==> src/rtl/serial_bit_feeder.sv <==
// serial_bit_feeder: parallel-to-serial front end for bit-serial sequence detectors.
//   Accepts WIDTH-bit words on in_valid/in_ready and emits one bit per enabled
//   clock on x_out. A one-word holding buffer lets consecutive words stream with
//   no idle bit between them.
// Ports:
//   clk, reset                 rising-edge clock, synchronous active-high reset
//   in_data/in_valid/in_ready  word input handshake (in_ready = holding buffer empty)
//   bit_en                     advance enable for the shifter (ignored while idle)
//   x_out/bit_valid/word_start serial bit, data-bit qualifier, first-bit-of-word flag
//   busy                       shifter or holding buffer holds data
module serial_bit_feeder #(
  parameter int WIDTH     = 8,
  parameter bit MSB_FIRST = 1'b1,
  parameter bit IDLE_BIT  = 1'b0
) (
  input  logic             clk,
  input  logic             reset,
  input  logic [WIDTH-1:0] in_data,
  input  logic             in_valid,
  output logic             in_ready,
  input  logic             bit_en,
  output logic             x_out,
  output logic             bit_valid,
  output logic             word_start,
  output logic             busy
);

  localparam int CW = $clog2(WIDTH + 1);

  typedef enum logic {
    IDLE  = 1'b0,
    SHIFT = 1'b1
  } state_t;

  state_t           state_q, state_d;
  logic [WIDTH-1:0] sh_q, sh_d;
  logic [CW-1:0]    cnt_q, cnt_d;
  logic [WIDTH-1:0] hold_q, hold_d;
  logic             hold_v_q, hold_v_d;

  logic accept;
  logic consume;
  logic last_bit;
  logic refill;

  always_comb begin
    state_d  = state_q;
    sh_d     = sh_q;
    cnt_d    = cnt_q;
    hold_d   = hold_q;
    hold_v_d = hold_v_q;

    accept   = in_valid && !hold_v_q;
    consume  = (state_q == SHIFT) && bit_en;
    last_bit = consume && (cnt_q == CW'(1));
    // The shifter reloads either when idle or on the edge that consumes its
    // last bit, which is what makes back-to-back words gapless.
    refill   = (state_q == IDLE) || last_bit;

    if (consume && !last_bit) begin
      // Move the next bit toward whichever end drives x_out.
      if (MSB_FIRST) sh_d = {sh_q[WIDTH-2:0], 1'b0};
      else           sh_d = {1'b0, sh_q[WIDTH-1:1]};
      cnt_d = cnt_q - CW'(1);
    end

    if (refill) begin
      if (hold_v_q) begin
        // Buffered word goes first; a word arriving this edge takes its place.
        sh_d     = hold_q;
        cnt_d    = CW'(WIDTH);
        state_d  = SHIFT;
        hold_v_d = accept;
        if (accept) hold_d = in_data;
      end else if (accept) begin
        // Empty buffer: bypass it and load the shifter directly.
        sh_d    = in_data;
        cnt_d   = CW'(WIDTH);
        state_d = SHIFT;
      end else begin
        cnt_d   = '0;
        state_d = IDLE;
      end
    end else if (accept) begin
      hold_d   = in_data;
      hold_v_d = 1'b1;
    end
  end

  always_ff @(posedge clk) begin
    if (reset) begin
      state_q  <= IDLE;
      sh_q     <= '0;
      cnt_q    <= '0;
      hold_q   <= '0;
      hold_v_q <= 1'b0;
    end else begin
      state_q  <= state_d;
      sh_q     <= sh_d;
      cnt_q    <= cnt_d;
      hold_q   <= hold_d;
      hold_v_q <= hold_v_d;
    end
  end

  assign bit_valid  = (state_q == SHIFT);
  assign x_out      = bit_valid ? (MSB_FIRST ? sh_q[WIDTH-1] : sh_q[0]) : IDLE_BIT;
  assign word_start = bit_valid && (cnt_q == CW'(WIDTH));
  assign in_ready   = !hold_v_q;
  assign busy       = bit_valid || hold_v_q;

endmodule

==> config.mk <==
export PLATFORM = sky130hd
export DESIGN_NAME = serial_bit_feeder
export DESIGN_NICKNAME = d
export VERILOG_FILES = /design/src/rtl/serial_bit_feeder.sv
export SDC_FILE = /design/constraint.sdc
export NUM_CORES = 1
export LEC_CHECK = 0
export CAP_MARGIN = 10
export CORE_MARGIN = 4
export CORE_UTILIZATION = 40
export CTS_CLUSTER_SIZE = 25
export DETAILED_ROUTE_END_ITERATION = 16
export DONT_BUFFER_PORTS = 1
export PLACE_DENSITY_LB_ADDON = 0.08
export SYNTH_ARGS = -nofsm -noshare
export SYNTH_HDL_FRONTEND = slang
export SYNTH_SLANG_ARGS = --single-unit
==> constraint.sdc <==
create_clock -name clk -period 1.65 [get_ports clk]
set_clock_uncertainty 0.1 [all_clocks]
set_input_delay 0.0825 -clock clk [delete_from_list [all_inputs] [get_ports clk]]
set_output_delay 0.0825 -clock clk [all_outputs]
set_load 0.03 [all_outputs]
==> results of run 1 <==
-- kinds of logic (layout without fill, tap and decap cells) --
logic type	Yosys count	after routing	share of synthesized area
buffers and inverters	13	21	0.0560
and+or+nand+nor	52	53	0.234
muxes	9	9	0.0858
AOI/OAI and AO/OA	24	24	0.181
adders and majority gates	2	2	0.0238
DFF	22	22	0.420
-- metal layers --
layer	wire [um]	GRT usage	up-vias
met5	0	0	-
met4	19	0.0680	0
met3	118	0.0545	2
met2	1130	0.246	13
met1	1120	0.193	411
li1	-	-	452
-- Yosys cell counts --
library cell  number  area share
dfxtp_1           22        0.42
nand2_1           19       0.068
nor2_1            18       0.064
mux2i_1            9       0.086
o21ai_0            9       0.043
a222oi_1           7       0.067
clkbuf_1           5       0.018
inv_1              5       0.018
a21oi_1            2      0.0095
and2_1             2       0.012
ha_1               2       0.024
nor3_1             2      0.0095
nor3b_1            2       0.014
a22oi_1            1      0.0072
a2bb2oi_1          1      0.0083
a41oi_1            1      0.0083
and2_4             1      0.0083
and2b_1            1      0.0072
and4b_1            1      0.0095
buf_2              1      0.0048
buf_6              1       0.011
clkbuf_2           1      0.0048
nand3_1            1      0.0048
nor2b_1            1      0.0060
o2111ai_4          1       0.025
o21ai_1            1      0.0048
o2bb2ai_1          1      0.0083
or2_2              1      0.0060
or3_1              1      0.0060
or3b_4             1       0.011
or4_1              1      0.0072
-- registers in the layout (all words and copies together), names as in the netlist --
| register | flops |
|---|---|
| hold_v_q | 1 |
| bit_valid | 1 |
| hold_q | 8 |
| cnt_q | 4 |
| sh_q | 8 |
-- how the worst max path moves through the flow --
stage,from,end
floorplan,cnt_q[1]$_SDFFE_PP0P_,sh_q[1]$_SDFF_PP0_
global placement,cnt_q[1]$_SDFFE_PP0P_,hold_q[5]$_SDFFE_PP0P_
detailed placement,cnt_q[1]$_SDFFE_PP0P_,hold_q[7]$_SDFFE_PP0P_
CTS,cnt_q[1]$_SDFFE_PP0P_,hold_q[7]$_SDFFE_PP0P_
global route,cnt_q[1]$_SDFFE_PP0P_,hold_q[3]$_SDFFE_PP0P_
finish,cnt_q[1]$_SDFFE_PP0P_,hold_q[7]$_SDFFE_PP0P_
-- through the flow --
step           utilization  area [sq um]  total power [mW]  instances  setup slack, ns
5_1_grt              0.493          1230              1.15        161           -0.187
6_report             0.493          1230              1.07        161           -0.104
3_3_place_gp         0.463          1160             0.773        155          -0.0579
2_1_floorplan            -          1060             0.730        122          -0.0733
3_5_place_dp         0.463          1160             0.776        155          -0.0864
4_1_cts              0.482          1210              1.08        160           -0.106
-- timing repair --
item,CTS,global route
pin swaps,0,2
gates resized for setup,1,6
endpoints found under the hold margin,22,22
buffers inserted,1,0
setup endpoints to repair,18,22
cloned,0,1
-- worst register-to-register path: stages, from the launching register on --
cell       delay (ns)
dfxtp_2          0.34
inv_2            0.07
ha_4             0.12
or3b_4           0.41
o2111ai_4        0.22
buf_12           0.17
mux2i_1          0.19
nor2_1           0.05
-- power by group through the flow --
stage	Sequential [mW]	Clock, mW	Combinational, mW
5_1_grt	0.589	0.344	0.214
3_3_place_gp	0.595	0	0.178
4_1_cts	0.584	0.311	0.184
3_5_place_dp	0.596	0	0.180
6_report	0.584	0.296	0.190
2_1_floorplan	0.593	0	0.138
-- area by class of cell --
| cell class | instances | area, sq um |
|---|---|---|
| Sequential cell | 22 | 444 |
| Multi-Input combinational cell | 88 | 593 |
| Fill cell | 254 | 1270 |
| Tap cell | 30 | 37.5 |
| Timing Repair Buffer | 12 | 103 |
| Clock buffer | 4 | 36.3 |
| Inverter | 5 | 18.8 |
==> out/results.tsv, run 1 <==
metric	value	unit
clock latency on the worst-skew pair	0.30	ns
Routed Wire Length	2380	um
kind of critical path	flip-flop to flip-flop	
CP Data Arrival Time	1.87	ns
Buf/Inv on CP	2	
Worst Hold Class	input pin to flip-flop	
largest net degree at the start of global routing	24	
Slew headroom	0.801	
worst slew pin tran	0.298	ns
Final Hold Viols	22	
Wirelength per Cell	14.8	um
Clock Root Buffer	clkbuf_4	
final setup fails	18	
routed vias/inst	5.45	
TritonCTS Buffers	3	
vias in the first global route	904	
switch share	0.263	
drt pass-1 iters	4	
Flop pwr share	0.546	
R2R Path Start	cnt_q[1]$_SDFFE_PP0P_	
Crit Reg-Reg Endpoint	hold_q[7]$_SDFFE_PP0P_	
initial antenna violation count	0	
Worst path depth	7	
ant diodes	0	
vias	878	
TritonCTS clock tree	yes	
gpl congestion	0.719	
VDD IR max	0.574	mV
final setup TNS	-1.36	ns
crit-path max FO	8	
drt first-iter violations	35	
part of the power in combinational logic	0.177	
worst path cell trace	inv_2, ha_4, or3b_4, o2111ai_4, buf_12, mux2i_1, nor2_1	
Clock power frac	0.277	
Crit. End Element	flip-flop	
most frequent cells in the layout	19 x nand2_1, 19 x dfxtp_1, 18 x nor2_1	
row cnt	18	
GRT Total Usage	0.157	
startpoint types	flip-flop	
RSZ-0062 raised after global routing	yes	
DRC viols	0	
maximum clock insertion buffer count	2	
Final Hold Slack	-0.274	ns
IO buf count	0	
delay-heaviest family, CP	simple AND/OR/NAND/NOR gates	
H-tree Lvls	1	
layout net count	146	
peak per-stage delay on the critical path	0.41	ns
CTS Sinks	22	
width of the die	59.2	um
pwr dens	868	mW/mm^2
share of post-route cells with drive strength above 1	0.237	
Core ar.	0.00250	sq mm
Seq/Total Area, Yosys	0.420	
syn avg cell area	8.60	sq um
I/O pin cnt	17	
Reg2Reg Depth	7	
FF+latch count, synth	22	
fin crit period	1.75	ns
P&R area growth vs syn	17.4	%
fin crit share	1.06	
Gate Count Post-Synth	122	
Final WS setup	-0.104	ns
Die H	59.2	um
Initial Util	0.420	
worst path required time	1.76	ns
die area	0.00351	sq mm
hold path start	reset	
first-pass GRT wire length	4080	um
status	finished with violations	
Max Cap Violations	0	
Pleak	0.524	nW
Crit-path slowest cell	or3b_4	
Slew Viols, Final	0	
post-synthesis cell type count	31	
total congestion overflow	0	
dpl hpwl	1680	um
Clk pin slew, worst setup/hold paths	0.12	ns
failing checks	hold timing, setup timing	
Psw	0.281	mW
Yosys Warn Count	0	
fmax	570	MHz
hold depth	1	
R2R Setup Slk	-0.10	ns
Hold EP	cnt_q[0]$_SDFFE_PP0P_	
Syn Nets	136	
internal cell power	0.788	mW
ANT nets after route	0	
Synth Cell Area	0.00105	sq mm
Power figures use the tool's default switching activity.
==> run 2, diff against run 1 <==
- CORE_MARGIN: 4 -> default
- clock period: 1.65 -> 2.2 ns (I/O delays scaled with it)
==> out/results.tsv, run 2 (same netlist as run 1, synthesis figures left out) <==
metric	value	unit	change
Wirelength per Cell	14.2	um	was 14.8 um
CP Data Arrival Time	1.98	ns	was 1.87 ns
die area	0.00283	sq mm	was 0.00351 sq mm
clock latency on the worst-skew pair	0.32	ns	was 0.30 ns
Slew Viols, Final	0		unchanged
final setup fails	0		was 18
I/O pin cnt	17		unchanged
Clock Root Buffer	clkbuf_4		unchanged
row cnt	18		unchanged
kind of critical path	flip-flop to flip-flop		unchanged
H-tree Lvls	1		unchanged
total congestion overflow	0		unchanged
internal cell power	0.669	mW	was 0.788 mW
width of the die	53.2	um	was 59.2 um
Die H	53.2	um	was 59.2 um
routed vias/inst	5.59		was 5.45
Core ar.	0.00248	sq mm	was 0.00250 sq mm
Worst Hold Class	input pin to flip-flop		unchanged
# Post-CTS Setup Buffers	0		was 1
Pleak	0.522	nW	was 0.524 nW
Final Core Density	0.501		was 0.493
Psw	0.224	mW	was 0.281 mW
ANT nets after route	0		unchanged
worst slack, placed	0.318	ns	was -0.0864 ns
commonest non-fill, non-tap cell in the layout	dfxtp_1		
part of the power in combinational logic	0.152		was 0.177
Flop pwr share	0.494		was 0.546
Clock power frac	0.354		was 0.277
hold path start	in_valid		was reset
R2R Path Start	cnt_q[1]$_SDFFE_PP0P_		unchanged
TritonCTS clock tree	yes		unchanged
RSZ-0062 raised after global routing	no		was yes
gpl congestion	0.697		was 0.719
vias in the first global route	853		was 904
crit-path max FO	8		unchanged
IO buf count	0		unchanged
R2R Setup Slk	0.30	ns	was -0.10 ns
Final Cell Area	0.00124	sq mm	was 0.00123 sq mm
Largest regs	hold_q (8), sh_q (8), cnt_q (4)		unchanged
status	finished clean		was finished with violations
Crit. End Element	flip-flop		unchanged
pwr dens	720	mW/mm^2	was 868 mW/mm^2
share of post-route cells with drive strength above 1	0.0902		was 0.237
drt first-iter violations	36		was 35
CTS Sinks	22		unchanged
power after layout	0.893	mW	was 1.07 mW
initial antenna violation count	0		unchanged
first-pass GRT wire length	3820	um	was 4080 um
maximum clock insertion buffer count	2		unchanged
worst slew pin tran	0.857	ns	was 0.298 ns
drt pass-1 iters	4		unchanged
switch share	0.251		was 0.263
GRT Total Usage	0.189		was 0.157
Initial Util	0.424		was 0.420
Post-DP Area	0.00108	sq mm	was 0.00116 sq mm
Slew headroom	0.427		was 0.801
Post-CTS Hold Buffers	11		
DRC viols	0		unchanged
P&R area growth vs syn	18.1	%	was 17.4%
layout net count	148		was 146
most frequent cells in the layout	22 x dfxtp_1, 19 x nand2_1, 18 x nor2_1		was 19 x nand2_1, 19 x dfxtp_1, 18 x nor2_1
Final WS setup	0.295	ns	was -0.104 ns
fmax	525	MHz	was 570 MHz
Final Hold Viols	0		was 22
CP Launch Point	cnt_q[1]$_SDFFE_PP0P_		unchanged
startpoint types	flip-flop		unchanged
vias	911		was 878
final setup TNS	0	ns	was -1.36 ns
Max Cap Violations	0		unchanged
worst path required time	2.28	ns	was 1.76 ns
Clk pin slew, worst setup/hold paths	0.14	ns	was 0.12 ns
ant diodes	0		unchanged
Post-CTS Resized	0		was 1
fin crit share	0.866		was 1.06
VDD IR max	0.409	mV	was 0.574 mV
fin crit period	1.90	ns	was 1.75 ns
TritonCTS Buffers	3		unchanged
Routed Wire Length	2310	um	was 2380 um
dpl hpwl	1550	um	was 1680 um
largest net degree at the start of global routing	24		unchanged
## run 2: changes by cell type in the layout (fill, tap and decap cells not counted), sizes merged
cell | previous run | this run
clkbuf | 4 | 3
bufinv | 0 | 1
dlygate4sd3 | 0 | 11
buf | 12 | 4
and2 | 4 | 3
## run 2: final timing paths
kind | endpoint | depth (start not counted)
setup / recovery | hold_q[6]$_SDFFE_PP0P_ | 6
hold / removal | hold_q[4]$_SDFFE_PP0P_ | 3
setup reg to reg | hold_q[6]$_SDFFE_PP0P_ | 6
hold reg to reg | hold_q[7]$_SDFFE_PP0P_ | 2
## run 2: final cells by class
cell class	instances	area, sq um
clock inverter	1	30.0
fill	258	1240
tap	30	37.5
inverter	5	18.8
sequential	22	440
timing repair buffer	15	140
multi-input combinational	87	551
clock buffer	3	22.5
## run 2: per-layer routing
metal,vias up,part of all wire,GRT usage,wire [um]
li1,454,-,-,-
met2,24,0.45,0.298,1040
met3,4,0.039,0.0287,91
met5,-,0,0,0
met1,429,0.49,0.242,1140
met4,0,0.018,0.110,42
## run 2: power groups by stage
stage	sequential, mW	combinational (mW)	clock, mW
after CTS	0.441	0.137	0.323
final	0.441	0.136	0.316
after global routing	0.444	0.151	0.338
after global placement	0.450	0.111	0
after floorplan	0.444	0.103	0
after detailed placement	0.450	0.113	0
## run 2: critical path, stage by stage (launching register included)
cell and delay (ns):
dfxtp_1 0.34, inv_1 0.07, ha_1 0.15, or3b_4 0.41, o2111ai_4 0.42, mux2i_1 0.24, nor2_1 0.05
## run 2: per-stage QoR
| stage | hold WS, ns | instances |
|---|---|---|
| after floorplan | 0.0861 | 122 |
| after global placement | 0.0839 | 148 |
| after detailed placement | 0.0851 | 148 |
| after CTS | 0.0298 | 163 |
| after global routing | 0.0291 | 163 |
| final | 0.0294 | 163 |
